--- src/rtl/sw_debounce.sv ---
// Two-flop synchroniser plus per-bit stability counter for a raw switch bank; emits clean levels and rise/fall pulses.
// Optional interrupt pending/ack logic is built when SW_DEBOUNCE_IRQ_EN is defined.
module sw_debounce #(
  parameter int                 WIDTH         = 8,
  parameter int                 STABLE_CYCLES = 50000,
  parameter int                 CNT_W         = 16,
  parameter logic [WIDTH-1:0]   RESET_VAL     = {WIDTH{1'b1}}
) (
  input  logic             clk,
  input  logic             rst,
  input  logic [WIDTH-1:0] sw_in,
  output logic [WIDTH-1:0] sw_out,
  output logic [WIDTH-1:0] rise,
  output logic [WIDTH-1:0] fall,
`ifdef SW_DEBOUNCE_IRQ_EN
  output logic             irq,
  output logic [WIDTH-1:0] irq_pend,
  input  logic [WIDTH-1:0] irq_ack,
`endif
  output logic             changed
);

  localparam logic [CNT_W-1:0] CNT_LAST = CNT_W'(STABLE_CYCLES - 1);

  logic [WIDTH-1:0] sync1;
  logic [WIDTH-1:0] sync2;
  logic [CNT_W-1:0] cnt [WIDTH];
  logic [WIDTH-1:0] accept;

  // A bit is accepted on the edge where it has already differed for STABLE_CYCLES-1 counted edges.
  always_comb begin
    accept = '0;
    for (int i = 0; i < WIDTH; i++) begin
      accept[i] = (sync2[i] != sw_out[i]) && (cnt[i] == CNT_LAST);
    end
  end

  // Synchroniser stages
  always_ff @(posedge clk) begin
    if (rst) begin
      sync1 <= RESET_VAL;
      sync2 <= RESET_VAL;
    end else begin
      sync1 <= sw_in;
      sync2 <= sync1;
    end
  end

  // Stability counters and registered outputs
  always_ff @(posedge clk) begin
    if (rst) begin
      sw_out  <= RESET_VAL;
      rise    <= '0;
      fall    <= '0;
      changed <= 1'b0;
      for (int i = 0; i < WIDTH; i++) begin
        cnt[i] <= '0;
      end
    end else begin
      sw_out  <= sw_out ^ accept;
      rise    <= accept & sync2;
      fall    <= accept & ~sync2;
      changed <= |accept;
      for (int i = 0; i < WIDTH; i++) begin
        if ((sync2[i] == sw_out[i]) || accept[i]) begin
          cnt[i] <= '0;
        end else begin
          cnt[i] <= cnt[i] + CNT_W'(1);
        end
      end
    end
  end

`ifdef SW_DEBOUNCE_IRQ_EN
  // Pending bits latch the registered pulses; a new event outranks a same-cycle ack.
  always_ff @(posedge clk) begin
    if (rst) begin
      irq_pend <= '0;
      irq      <= 1'b0;
    end else begin
      irq_pend <= (irq_pend & ~irq_ack) | rise | fall;
      irq      <= |irq_pend;
    end
  end
`endif

endmodule

--- config.mk ---
export PLATFORM = sky130hd
export DESIGN_NAME = sw_debounce
export DESIGN_NICKNAME = d
export VERILOG_FILES = /design/src/rtl/sw_debounce.sv
export SDC_FILE = /design/constraint.sdc
export NUM_CORES = 1
export LEC_CHECK = 0
export BUFFER_PORTS_ARGS = -buffer_cell sky130_fd_sc_hd__buf_2
export CORE_ASPECT_RATIO = 0.5
export CORE_MARGIN = 4
export CORE_UTILIZATION = 56
export CTS_CLUSTER_DIAMETER = 150
export DETAILED_ROUTE_END_ITERATION = 10
export GPL_ROUTABILITY_DRIVEN = 0
export PLACE_DENSITY = 0.87
export REMOVE_ABC_BUFFERS = 1
export SLEW_MARGIN = 20
export SYNTH_ARGS = -nofsm -noshare
export SYNTH_HDL_FRONTEND = slang
export SYNTH_SLANG_ARGS = --single-unit
export TNS_END_PERCENT = 50
--- constraint.sdc ---
create_clock -name clk -period 1.99 [get_ports clk]
set_input_delay 0.398 -clock clk [delete_from_list [all_inputs] [get_ports clk]]
set_output_delay 0.398 -clock clk [all_outputs]
set_load 0.1 [all_outputs]
Yosys cells after proc, flatten, opt, wreduce, memory -nomap -nowiden:

Memory sizes are Yosys's and may differ from the RTL's.
Cells that the tools add are included.

* add/subtract/negate cells: 8
* bitwise operators: 20
* reduce and logical (&&, ||, !) cells: 17
* muxes and demuxes: 66
* eq/ne operators: 24

Operators by type and width (number)
* 16-bit 2-to-1 mux: 16
* 16-bit by 1-bit adder with 16-bit output (second input constant): 8
* 16-bit equality test (second input constant): 8
* 1-bit 2-to-1 mux: 50
* 8-bit bitwise AND: 2
* 1-bit OR: 16
* 1-bit equality test: 8
* 1-bit logical AND: 8
* 1-bit logical OR: 8
* 1-bit inequality test: 8
* 8-bit NOT: 1
* 8-bit OR reduction: 1
* 8-bit XOR: 1

* register bits: 41
* logic and storage cells: 142
* memories: 1
* input bits: 10
* output and inout bits: 25
* RAM bits: 128

Memory list
* cnt: depth 8, bits a word 16, read ports 8, clocked after Yosys merged registers in 0, wr ports 8, line 27 `logic [CNT_W-1:0] cnt [WIDTH];`

Logic depth before layout (Yosys ltp):

Gate-level depths: netlist of the first run.

* depth in word-level cells: 8
* gate-level depth with buffers: 7
* depth with buffers taken out: 5

Worst setup path before layout of the first run:

OpenSTA, ideal clock, no wires.

* path type: reg-to-reg
* start point: reg with a tool-made name
* end point: mem cnt[5][12], in the netlist cnt[1][28], data pin
* period minus slack after synthesis: 2.136 ns
* path buffers: 2
* arrival time: 1.997 ns
* library setup time: 0.138 ns
* path slack: -0.146 ns
* cell stages (with the launch flop): 6
* required time: 1.852 ns
* path through: dfxtp_1 -> xor2_1 -> or3b_2 -> buf_4 -> buf_6 -> nor2_1

RTL lines (line)
* end: declaration: 27

==> results of run 1 <==
==> state kept, by name (all words and copies together), names as in the netlist, named ones only <==
signal and cells:
cnt 128, sync2 8, changed 1, rise 8, sync1 8, fall 8
==> cell type report <==
type                       count  share of cell area [%]
sequential                   169                    46.1
multi-input combinational    663                    39.1
timing repair buffer          86                    5.79
clock buffer                  24                    5.08
tap                          198                    2.45
inverter                      22                   0.816
clock inverter                 8                   0.606
==> cell usage after synthesis, drive strengths merged <==
cell type	n	share of area [%]
inv	22	0.99
nor3b	1	0.090
xnor2	63	6.6
edfxtp	128	46
nand4	33	2.5
o31a	1	0.11
a211o	7	0.74
or2	17	1.3
a22oi	1	0.090
and2	3	0.24
o31ai	3	0.27
buf	14	1.5
nand4bb	3	0.41
nor2b	8	0.60
a41oi	1	0.20
a21oi	12	0.72
xor2	44	4.6
nand4b	5	0.53
or3	12	0.90
or4bb	2	0.27
o22a	1	0.11
nand3b	1	0.090
nand3	42	2.5
nor4	22	2.1
and3	14	1.1
dfxtp	41	9.8
nor3	12	0.72
a2bb2oi	2	0.21
ha	8	1.2
conb	1	0.045
and4	11	1.2
nand2	28	1.4
and3b	8	0.84
or3b	3	0.32
nor2	132	5.9
o21ba	1	0.12
or4	10	0.90
o21ai	9	0.54
clkbuf	12	0.54
nor4b	8	0.92
nor4bb	6	0.72
==> metal layers <==
metal  GRT usage [%]  share of wire, %  vias up  wire length, um
li1                -                 -     3017                -
met1            24.7                41     2990             7130
met2            39.1                51      205             8860
met3            4.06               4.9       42              837
met4            7.74               2.3        0              398
met5               0                 0        -                0
==> report_power, final <==
group	internal [mW]	leakage, nW	switching (mW)
sequential	3.92	1.65	0.123
combinational	0.156	1.87	0.204
clock	1.82	0.281	1.33
==> worst max-delay path: cells and delay by family (launching register included) <==
| family | cells | cell delay, ns |
|---|---|---|
| AND/OR/NAND/NOR | 4 | 1.08 |
| flip-flops | 1 | 0.44 |
| buffers and inverters | 1 | 0.15 |
==> what timing repair did <==
item	4_1_cts	5_1_grt
gates resized for setup	5	5
endpoints found under the setup margin	52	89
pin swaps	0	4
buffers inserted	1	2
hold endpoints to repair	0	0
cloned	0	1
==> metrics by stage <==
step           instance area (um2)  setup TNS [ns]  hold WS [ns]  total power [mW]
2_1_floorplan                 8640           -4.35         0.389              4.30
3_3_place_gp                  9450          -0.873         0.392              4.42
3_5_place_dp                  9450           -2.75         0.403              4.44
4_1_cts                      10100               0         0.150              7.59
5_1_grt                      10100          -0.221         0.146              7.84
6_report                     10100               0         0.163              7.56
==> worst min-delay path by stage <==
stage          startpoint       end  slack, ns  depth (start not counted)
2_1_floorplan    sync1[0]  sync2[0]       0.39                          1
3_3_place_gp     sync1[2]  sync2[2]       0.39                          1
3_5_place_dp     sync1[2]  sync2[2]       0.40                          1
4_1_cts          sw_in[0]  sync1[0]       0.15                          2
5_1_grt          sw_in[0]  sync1[0]       0.15                          2
6_report         sw_in[0]  sync1[0]       0.16                          2
==> kinds of logic (layout without fill, tap and decap cells) <==
family | count (synthesis) | after routing
AND/OR/NAND/NOR | 381 | 382
flip-flops | 169 | 169
XOR/XNOR | 107 | 107
buffers and inverters | 48 | 140
AO/OA/AOI/OAI | 38 | 38
adder cells (fa/ha/maj) | 8 | 8
other | 1 | 128
==> results.tsv, run 1 <==
metric	value	unit
fin_cells	1170	
r2r_end	cnt[0][20]	
max_stage_delay	0.51	ns
final_hold_viol_count	0	
cts_buffer_depth	2	
layout.filler_cells	984	
synthAdderAreaFrac	1.20	%
drive_above_1_share	15.4	%
fp-row-count	31	
wl_per_cell	14.7	um
post-route-worst-setup-slack	0.0519	ns
cts.sinks	169	
grt_overflow_total	0	
yosysSeqAreaShare	56.0	%
multiInputGateArea	3960	um2
powerDensity	747	nW/um2
clock_latency	0.42	ns
regToRegSetupSlack	0.05	ns
dp_slack	-0.140	ns
final.period_utilization	97.4	%
dp_cells	1134	
synth_cells	752	
maxSlewViolCount	0	
mostFrequentLayoutCells	nor2_1, edfxtp_1, conb_1, xnor2_1, buf_4	
io_pins	35	
die-area	17000	um2
grt_usage	21.1	%
arrival	2.10	ns
drtIter0Drc	521	
vias	6254	
wl	17.2	mm
synth_seq_cells	169	
detailedPlacementHpwl	11.6	mm
r2r-start	cnt[0][26]	
clock-root-buffer	clkbuf_16	
numCtsBuffers	17	
ir_drop	0.699	mV
clock_skew	0.0150	ns
yosys_warnings	0	
path_class	reg2reg	
cp_data_required_time	2.16	ns
final_core_util	69.7	%
hold_class	in2reg	
maxCapViolations	0	
detail-route-antenna-nets	0	
grt_max_degree	26	
hold_buffers	0	
tightestPinTransition	0.562	ns
fmax	516	MHz
crit_chain	or4_1, nor4_2, or3b_4, buf_4, nor2_1	
mappedNetlistArea	8330	um2
clk_pin_slew	0.07	ns
status	complete, no violations	
post-route-drc-count	0	
nNetsFinal	977	
synth_xor_xnor_area_share	11.2	%
tritoncts	yes	
seqCellArea	4660	um2
endpoint	cnt[0][20]	
grt_pass1_wl	29.1	mm
crit_slowest_cell	or4_1	
grt_pass1_vias	6333	
antenna_cells	0	
slew_headroom	62.5	%
synth-compound-area-share	3.09	%
synthMuxAreaShare	0	%
cp_max_fo	7	
synth_top_family_by_area	simple AND/OR/NAND/NOR gates	
critPathCaptureType	flip-flop	
post-route-min-period	1.94	ns
yosysUniqueCellTypes	51	
worstRegToRegCells	5	
syn-mean-instance-area	11.1	um2
start_util	57.5	%
synthSimpleGateAreaFrac	25.4	%
io_buffers	34	
cp-startpoint	cnt[0][26]	
antenna_found_initial	0	
cellLeakagePower	3.80	nW
drt_pass1_iterations	7	
core	14500	um2
cts_max_level	4	
rsz0062_at_grt	true	
die_h	94.3	um
setup_viol	0	
layout_commonest_cell	nor2_1	
area.growth.synth_to_final	21.4	%
dieWidth	181	um
critPathLaunchType	flip-flop	
vias_per_cell	5.35	
Power figures use the tool's default switching activity.
==> inputs of run 2 (changes only) <==
- SETUP_SLACK_MARGIN: unset -> 0.3
==> run 2 against run 1 <==
Compared with the run above: the flow now finishes with violations (setup timing); clock power rose by 3%; die area unchanged; worst hold slack worse by 0.0064 ns; worst setup slack worse by 0.069 ns; register-to-register slack got worse by 0.07 ns; non-clock buffer count increased by 27; critical path depth is the same; clock skew grew 0.0080 ns; sequential power barely moved; wire length is 36% higher; maximum frequency fell by 3.4%.
==> results.tsv, run 2 (synthesized netlist as in run 1, its figures left out) <==
metric	value	unit	change
violations	setup timing		
maxCapViolations	0		unchanged
nNetsFinal	1004		+2.8%
cts_buffer_depth	2		unchanged
r2r-start	cnt[1][60]		
post-route-drc-count	0		unchanged
mostFrequentLayoutCells	edfxtp_1, conb_1, nor2_1, buf_4, xnor2_1		
cp_data_required_time	2.16	ns	about the same
area.growth.synth_to_final	30.3	%	
grt_max_degree	27		+3.8%
tritoncts	yes		
largest-register	cnt		
drive_above_1_share	25.0	%	+9.6 points
detailedPlacementHpwl	11.6	mm	unchanged
slew_headroom	58.3	%	-4.2 points
grt_usage	23.1	%	+2.0 points
hold_path.startpoint	sw_in[1]		
cp_max_fo	8		+1
die-area	17000	um2	unchanged
dp_slack	-0.140	ns	unchanged
vias_per_cell	5.82		+8.9%
fp-row-count	31		unchanged
setup_viol	7		+7
cp-startpoint	cnt[1][60]		
whs	0.157	ns	-0.00637 ns
clock_latency	0.43	ns	about the same
worstRegToRegCells	5		unchanged
drtIter0Drc	805		+55%
grt_pass1_wl	31.6	mm	+8.8%
grt_overflow_total	0		unchanged
holdPathStages	2		unchanged
final_hold_viol_count	0		unchanged
io_buffers	34		unchanged
powerDensity	716	nW/um2	-4.2%
clock-root-buffer	clkbuf_16		
wl	23.5	mm	+36%
fmax	498	MHz	-3.4%
core	14500	um2	unchanged
dp_cells	1134		unchanged
fin_setup_tns	-0.0693	ns	-0.0693 ns
critPathLaunchType	flip-flop		
fin_cells	1197		+2.3%
status	finished with violations		
clock_skew	0.0229	ns	+0.00796 ns
cellLeakagePower	4.03	nW	+6.0%
hold_class	in2reg		
ir_drop	0.669	mV	-4.2%
rsz0062_at_grt	true		
maxSlewViolCount	0		unchanged
post-route-min-period	2.01	ns	+0.0690 ns
dieWidth	181	um	unchanged
wl_per_cell	19.7	um	+33%
start_util	57.5	%	unchanged
numCtsBuffers	17		unchanged
die_h	94.3	um	unchanged
vias	6969		+11%
path_class	reg2reg		
antenna_found_initial	0		unchanged
critPathCaptureType	flip-flop		
cts_max_level	4		unchanged
tightestPinTransition	0.625	ns	+0.0627 ns
io_pins	35		unchanged
cts.sinks	169		unchanged
largest_reg_flops	128		unchanged
drt_pass1_iterations	6		-1
clk_pin_slew	0.07	ns	about the same
post-route-worst-setup-slack	-0.0171	ns	-0.0690 ns
final.period_utilization	101	%	+3.5 points
arrival	2.17	ns	+0.07 ns
antenna_cells	0		unchanged
detail-route-antenna-nets	0		unchanged
grt_pass1_vias	6606		+4.3%
-- run 2: cell types whose count changed in the layout (fill, tap and decap cells not counted), moves of 6 or more --
cell     previous run  this run
nor2_4              0        27
buf_4              50        64
a21oi_1            12         6
a21oi_2             0         6
buf_6               0         6
nor2_1            132        99
nor2_2              0         6
-- run 2: per-layer routing --
layer / GRT usage, % / share of wire, % / wire length (um)
met1: 26.9 / 37 / 8810
met2: 42.7 / 50 / 11700
met3: 4.91 / 7.5 / 1770
met4: 8.36 / 5.1 / 1210
met5: 0 / 0 / 0
-- run 2: where the power goes --
group	switching [mW]	total (mW)	internal [mW]
clock network	1.41	3.23	1.82
registers	0.143	4.06	3.92
logic	0.279	0.479	0.200
total	1.83	7.77	5.94
-- run 2: worst paths after layout --
| check | end | slack [ns] |
|---|---|---|
| worst max-delay path | cnt[1][61] | -0.02 |
| worst min-delay path | sync1[1] | 0.16 |
| worst max register to register | cnt[1][61] | -0.02 |
| worst min register to register | sync2[7] | 0.42 |
-- run 2: cell type report --
| cell class | count | area [um2] |
|---|---|---|
| sequential | 169 | 4660 |
| multi-input combinational | 663 | 4390 |
| fill | 796 | 3650 |
| timing repair buffer | 113 | 893 |
| clock buffer | 24 | 514 |
| tap | 198 | 248 |
| inverter | 22 | 82.6 |
| clock inverter | 8 | 61.3 |
-- run 2: timing repair --
| item | 4_1_cts | 5_1_grt |
|---|---|---|
| setup buffers | 10 | 16 |
| pin swaps | 39 | 34 |
| hold buffers | 0 | 0 |
| endpoints found under the hold margin | 0 | 0 |
| gates resized for setup | 46 | 87 |
| gates cloned | 2 | 3 |
| endpoints found under the setup margin | 147 | 158 |
-- run 2: critical path: stages (launching register included) --
cell and delay (ns):
edfxtp_1 0.45, or4bb_1 0.63, nor4_4 0.21, or3_4 0.23, clkbuf_16 0.20, a21oi_2 0.04
-- run 2: through the flow --
step,utilization (%),total power [mW],area [um2]
floorplan,-,4.30,8640
global placement,65.1,4.42,9450
detailed placement,65.1,4.44,9450
CTS,71.3,7.62,10300
global route,74.8,7.99,10900
finish,74.8,7.77,10900
